File: config.mk
export PLATFORM = sky130hd
export DESIGN_NAME = rsv_sched
export DESIGN_NICKNAME = d
export VERILOG_FILES = /design/src/rtl/rsv_sched_pkg.sv /design/src/rtl/rsv_rr_arb.sv /design/src/rtl/rsv_sched.sv
export SDC_FILE = /design/constraint.sdc
export NUM_CORES = 1
export LEC_CHECK = 0
export ABC_CLOCK_PERIOD_IN_PS = 11630
export BUFFER_PORTS_ARGS = -buffer_cell sky130_fd_sc_hd__buf_2
export CAP_MARGIN = 20
export CORE_ASPECT_RATIO = 1.25
export CORE_MARGIN = 4
export CORE_UTILIZATION = 30
export CTS_BUF_LIST = sky130_fd_sc_hd__clkbuf_16
export CTS_CLUSTER_SIZE = 24
export DETAILED_ROUTE_END_ITERATION = 8
export GPL_TIMING_DRIVEN = 0
export PLACE_DENSITY = 0.46
export SLEW_MARGIN = 30
export SYNTH_ARGS = -nofsm -noshare
export SYNTH_HDL_FRONTEND = slang
export SYNTH_SLANG_ARGS = --single-unit
File: constraint.sdc
create_clock -name i_clk -period 11.63 [get_ports i_clk]
set_input_delay 2.326 -clock i_clk [delete_from_list [all_inputs] [get_ports i_clk]]
set_output_delay 2.326 -clock i_clk [all_outputs]
set_load 0.01 [all_outputs]
File: src/rtl/rsv_sched_pkg.sv
// rsv_sched_pkg: shared types and default sizing for the rsv_sched volume scheduler.
//   mode_e        : hysteresis mode, DRAIN=0 / FILL=1
//   CAP_DEFAULT   : default volume capacity in units
//   CBITS_DEFAULT : default volume register width
//   QBITS_DEFAULT : default per-request quantity width
package rsv_sched_pkg;

    typedef enum logic {
        DRAIN = 1'b0,
        FILL  = 1'b1
    } mode_e;

    localparam int unsigned CAP_DEFAULT   = 25000;
    localparam int unsigned CBITS_DEFAULT = 15;
    localparam int unsigned QBITS_DEFAULT = 4;

endpackage

File: src/rtl/rsv_rr_arb.sv
// rsv_rr_arb: combinational round-robin pick.
//   i_elig  [NREQ]  eligible requesters
//   i_ptr   [PW]    search start position (always < NREQ)
//   o_gnt   [NREQ]  one-hot winner, all zero when nothing is eligible
//   o_idx   [PW]    binary index of the winner
//   o_valid         a winner exists
module rsv_rr_arb
    import rsv_sched_pkg::*;
#(
    parameter int unsigned NREQ = 4,
    parameter int unsigned PW   = (NREQ > 1) ? $clog2(NREQ) : 1
) (
    input  logic [NREQ-1:0] i_elig,
    input  logic [PW-1:0]   i_ptr,
    output logic [NREQ-1:0] o_gnt,
    output logic [PW-1:0]   o_idx,
    output logic            o_valid
);

    localparam logic [PW-1:0] LAST = PW'(NREQ - 1);

    logic [PW-1:0] w_pos;

    // Walk NREQ positions starting at the pointer, wrapping at NREQ; first hit wins.
    always_comb begin
        o_gnt   = '0;
        o_idx   = '0;
        o_valid = 1'b0;
        w_pos   = i_ptr;
        for (int off = 0; off < NREQ; off++) begin
            if (!o_valid && i_elig[w_pos]) begin
                o_valid      = 1'b1;
                o_gnt[w_pos] = 1'b1;
                o_idx        = w_pos;
            end
            w_pos = (w_pos == LAST) ? '0 : w_pos + 1'b1;
        end
    end

endmodule

File: src/rtl/rsv_sched.sv
// rsv_sched: round-robin scheduler owning a shared fill/drain volume accumulator.
// Grants at most one requester per cycle whose direction matches the current mode;
// the mode fills until the volume reaches CAP, then drains until it reaches 0.
//   i_clk, i_rst_n   clock (rising edge), asynchronous active-low reset
//   i_req  [NREQ]    request pending per requester
//   i_dir  [NREQ]    per requester: 1 = fill, 0 = drain
//   i_qty  [NREQ*QBITS] quantity, requester i at [i*QBITS +: QBITS]
//   o_gnt  [NREQ]    registered one-hot grant pulse
//   o_vol  [CBITS]   registered volume
//   o_mode           1 = FILL, 0 = DRAIN
//   o_full, o_empty  registered vol == CAP / vol == 0
// Optional (macro RSV_SCHED_CLAMP_CNT_EN):
//   o_clamp_cnt [16] saturating count of units discarded by clamping
module rsv_sched
    import rsv_sched_pkg::*;
#(
    parameter int unsigned NREQ  = 4,
    parameter int unsigned CAP   = CAP_DEFAULT,
    parameter int unsigned CBITS = CBITS_DEFAULT,
    parameter int unsigned QBITS = QBITS_DEFAULT
) (
    input  logic                  i_clk,
    input  logic                  i_rst_n,
    input  logic [NREQ-1:0]       i_req,
    input  logic [NREQ-1:0]       i_dir,
    input  logic [NREQ*QBITS-1:0] i_qty,
    output logic [NREQ-1:0]       o_gnt,
    output logic [CBITS-1:0]      o_vol,
    output logic                  o_mode,
    output logic                  o_full,
    output logic                  o_empty
`ifdef RSV_SCHED_CLAMP_CNT_EN
    ,
    output logic [15:0]           o_clamp_cnt
`endif
);

    localparam int unsigned   PW    = (NREQ > 1) ? $clog2(NREQ) : 1;
    localparam logic [PW-1:0] LAST  = PW'(NREQ - 1);
    localparam logic [CBITS:0] CAP_X = CAP[CBITS:0];
    localparam logic [CBITS-1:0] CAP_C = CAP[CBITS-1:0];

    mode_e            r_mode;
    mode_e            w_mode_nxt;
    logic [CBITS-1:0] r_vol;
    logic [NREQ-1:0]  r_gnt;
    logic             r_full;
    logic             r_empty;
    logic [PW-1:0]    r_ptr;

    logic [NREQ-1:0]  w_elig;
    logic [NREQ-1:0]  w_gnt;
    logic [PW-1:0]    w_idx;
    logic             w_valid;
    logic [QBITS-1:0] w_qty;
    logic [CBITS:0]   w_qty_x;
    logic [CBITS:0]   w_vol_x;
    logic [CBITS:0]   w_sum;
    logic [CBITS:0]   w_diff;
    logic [CBITS-1:0] w_vol_nxt;

    // Only requests matching the current mode compete; the rest wait untouched.
    always_comb begin
        for (int i = 0; i < NREQ; i++) begin
            w_elig[i] = i_req[i] && (i_dir[i] == r_mode);
        end
    end

    rsv_rr_arb #(
        .NREQ (NREQ),
        .PW   (PW)
    ) u_arb (
        .i_elig  (w_elig),
        .i_ptr   (r_ptr),
        .o_gnt   (w_gnt),
        .o_idx   (w_idx),
        .o_valid (w_valid)
    );

    always_comb begin
        w_qty = '0;
        for (int i = 0; i < NREQ; i++) begin
            if (w_gnt[i]) begin
                w_qty = i_qty[i*QBITS +: QBITS];
            end
        end
    end

    // One extra bit of headroom so the fill sum and the drain borrow are visible before clamping.
    assign w_qty_x = {{(CBITS + 1 - QBITS){1'b0}}, w_qty};
    assign w_vol_x = {1'b0, r_vol};
    assign w_sum   = w_vol_x + w_qty_x;
    assign w_diff  = w_vol_x - w_qty_x;

    always_comb begin
        w_vol_nxt = r_vol;
        if (w_valid) begin
            if (r_mode == FILL) begin
                w_vol_nxt = (w_sum > CAP_X) ? CAP_C : w_sum[CBITS-1:0];
            end else begin
                w_vol_nxt = (w_qty_x > w_vol_x) ? '0 : w_diff[CBITS-1:0];
            end
        end
    end

    // Mode FSM: flips on the same edge that lands the volume on a boundary.
    always_comb begin
        w_mode_nxt = r_mode;
        unique case (r_mode)
            FILL: begin
                if (w_valid && (w_vol_nxt == CAP_C)) begin
                    w_mode_nxt = DRAIN;
                end
            end
            DRAIN: begin
                if (w_valid && (w_vol_nxt == '0)) begin
                    w_mode_nxt = FILL;
                end
            end
            default: w_mode_nxt = FILL;
        endcase
    end

    always_ff @(posedge i_clk or negedge i_rst_n) begin
        if (!i_rst_n) begin
            r_mode <= FILL;
        end else begin
            r_mode <= w_mode_nxt;
        end
    end

    always_ff @(posedge i_clk or negedge i_rst_n) begin
        if (!i_rst_n) begin
            r_vol   <= '0;
            r_gnt   <= '0;
            r_full  <= 1'b0;
            r_empty <= 1'b1;
            r_ptr   <= '0;
        end else begin
            r_vol   <= w_vol_nxt;
            r_gnt   <= w_gnt;
            r_full  <= (w_vol_nxt == CAP_C);
            r_empty <= (w_vol_nxt == '0);
            if (w_valid) begin
                r_ptr <= (w_idx == LAST) ? '0 : w_idx + 1'b1;
            end
        end
    end

`ifdef RSV_SCHED_CLAMP_CNT_EN
    logic [CBITS:0] w_excess;
    logic [16:0]    w_cnt_sum;
    logic [15:0]    r_clamp_cnt;

    always_comb begin
        w_excess = '0;
        if (w_valid) begin
            if (r_mode == FILL) begin
                w_excess = (w_sum > CAP_X) ? (w_sum - CAP_X) : '0;
            end else begin
                w_excess = (w_qty_x > w_vol_x) ? (w_qty_x - w_vol_x) : '0;
            end
        end
    end

    assign w_cnt_sum = {1'b0, r_clamp_cnt} + 17'(w_excess);

    always_ff @(posedge i_clk or negedge i_rst_n) begin
        if (!i_rst_n) begin
            r_clamp_cnt <= '0;
        end else begin
            r_clamp_cnt <= w_cnt_sum[16] ? 16'hFFFF : w_cnt_sum[15:0];
        end
    end

    assign o_clamp_cnt = r_clamp_cnt;
`endif

    assign o_gnt   = r_gnt;
    assign o_vol   = r_vol;
    assign o_mode  = r_mode;
    assign o_full  = r_full;
    assign o_empty = r_empty;

endmodule

==> run summary <==
# rows = 40
Top_reg_cell synth = dfrtp_1
Clock sinks = 24
Worst Hold Class = reg2reg
Tmin final = 8.76 ns
Req. time, crit path = 11.79 ns
Setup crit end kind = flop
Flop-to-flop setup slack = 4.06 ns
Port bufs = 47
Worst-path fanout max = 9
Total Routing Usage GR = 18.3%
Total CTS buffers = 3
Clock Tree Buf Depth = 2
Yosys warnings = 0
WP data arrival = 8.92 ns
Cell variety after synth = 70
Critical R2R Launch = r_ptr[0]
Netlist Area Pre-Place = 3020 um2
# diodes = 0
First-pass GRT wire length = 17200 um
Vias per inst = 6.01
Worst-Margin Slew = 0.943 ns
Routed WL = 10700 um
R2R depth = 21
DRC = 0
Hold_sp = o_vol[2]
Hold EP = o_vol[2]
Clk Latency, worst-skew pair = 0.28 ns
Initial core utilization = 31.1%
Ys async rst share = 100%
Worst setup SP type = input pin
Overflow after GRT = 0
Setup bufs post-CTS = 0
Fin Hold WS = 0.630 ns
CTS tree = yes
Most area-hungry cell type in the Yosys netlist = dfrtp_1
Root buffer cell = clkbuf_16
HPWL Detailed = 8370 um
Worst-path clk slew = 0.07 ns
Nets = 480
Fill cells = 1067
Syn_nets = 428
IO Count = 48
Die W = 97.8 um
Largest net degree at the start of global routing = 25
Avg Inst Size Synth = 7.85 um2
Die ar. = 11800 um2
TNS Setup = 0 ns
Die height = 120 um
Setup CP Type = in2reg
Post-route ant nets = 0
Relative slew margins = 36.3%
Final Max Tran Viols = 0
Clk_skew = 0.00519 ns
Vias in the first global route = 3170
Hold Fails Final Rpt = 0
Synth area leaders = dfrtp_1 18%, ha_1 6.2%, a21oi_1 4.8%, nor2_1 4.1%, xnor2_1 3.8%
Post-CTS Hold Buffers = 0
Vias post-DR = 3376
Register area share after synthesis = 19.9%
Synth Register Bits = 24
F_max = 114 MHz
Core area = 9710 um2
Detailed Routing Iterations Pass 1 = 5
Max_cap viols = 0
CTS H-tree lvls = 1
Initial DRC Count = 315
Commonest cells post-synth = 33 x nor2_1, 29 x a21oi_1, 29 x nand2_1
Post-cts sizing count = 0
Reg2reg end = o_mode
Area grow syn2layout = 15.6%
Initial antenna violation count = 0
Status = completed
RSZ-0062 raised after global routing = no
Share of layout cells above drive strength 1 = 19.3%
Most frequent cell after synthesis = nor2_1
Share of Yosys cell area claimed by the top area cell type = 18.2%
Synth Instances = 385
Fin crit share = 75.3%
Routability-driven placement congestion ratio = 0.870
Final setup vio count = 0
Routed WL per cell = 19.1 um
Hold Crit Depth = 2
Post-synth EDFFs = 0
-- area by class of cell --
type	instances	area [um2]	area share, %
multi-input cells	322	2250	64.4
inverters	20	75.1	2.15
clock inverters	1	3.75	0.107
well taps	126	158	4.51
clock buffers	3	75.1	2.15
repair buffers	47	235	6.73
plain buffers	19	93.8	2.68
flip-flops and latches	24	603	17.3
-- worst max path at each step --
stage | startpoint | to | slack [ns]
2_1_floorplan | i_dir[0] | o_mode | 4.42
3_3_place_gp | i_dir[2] | o_mode | 2.74
3_5_place_dp | i_dir[2] | o_mode | 2.76
4_1_cts | i_dir[2] | o_mode | 3.00
5_1_grt | i_dir[3] | o_mode | 2.34
6_report | i_dir[2] | o_mode | 2.87
-- cells in the final DEF (no fill, tap or decap), types with 10 or more instances in the layout --
cell       n
a21oi_1   29
buf_2     53
clkbuf_1  10
dfrtp_1   22
ha_1      15
inv_1     20
nand2_1   29
nand3_1   16
nor2_1    33
nor3_1    18
o21ai_0   18
xnor2_1   13
-- registers in the layout, indices dropped and copies added (netlist names) --
signal / cells
r_ptr: 2
o_mode: 1
o_empty: 1
o_gnt: 4
o_full: 1
o_vol: 15
-- worst max-delay path, stage by stage --
cell       delay (ns)
buf_2            0.10
xnor2_1          0.14
and2_1           0.20
mux4_2           0.59
nor2_1           0.17
o21a_1           0.28
a21oi_1          0.11
o21ai_1          0.33
a221oi_1         0.13
o31ai_1          0.72
ha_1             0.40
a21oi_1          0.28
a2bb2oi_1        0.68
nor2_1           0.22
a31oi_1          0.38
a2bb2oi_2        0.21
a21oi_1          0.48
a21oi_1          0.13
o2bb2ai_1        0.45
nand4_1          0.22
o32ai_1          0.37
-- layer usage --
metal,vias up,share of wire (%),track usage [%]
li1,1588,-,-
met1,1643,43,23.3
met4,0,2.6,6.41
met2,126,50,32.0
met5,-,0,0
met3,19,4.8,1.96
-- stage by stage --
stage | util [%] | instances | setup slack [ns] | instance area (um2)
detailed placement | 35.2 | 558 | 2.76 | 3420
global placement | 35.2 | 558 | 2.74 | 3420
global route | 36.0 | 562 | 2.34 | 3500
CTS | 36.0 | 562 | 3.00 | 3500
floorplan | - | 385 | 4.42 | 3020
finish | 36.0 | 562 | 2.87 | 3500
-- cells by family after synthesis --
logic type,count (synthesis),synth area share (%)
AOI/OAI and AO/OA,135,32.4
xor gates and xnor gates,16,4.63
adders and majority gates,17,7.53
buffers and inverters,39,5.59
DFF,24,19.9
muxes,9,5.05
and+or+nand+nor,145,24.9
Power is not shown: default switching activity piles up to over one toggle a cycle in this logic, so the estimate is an artifact.
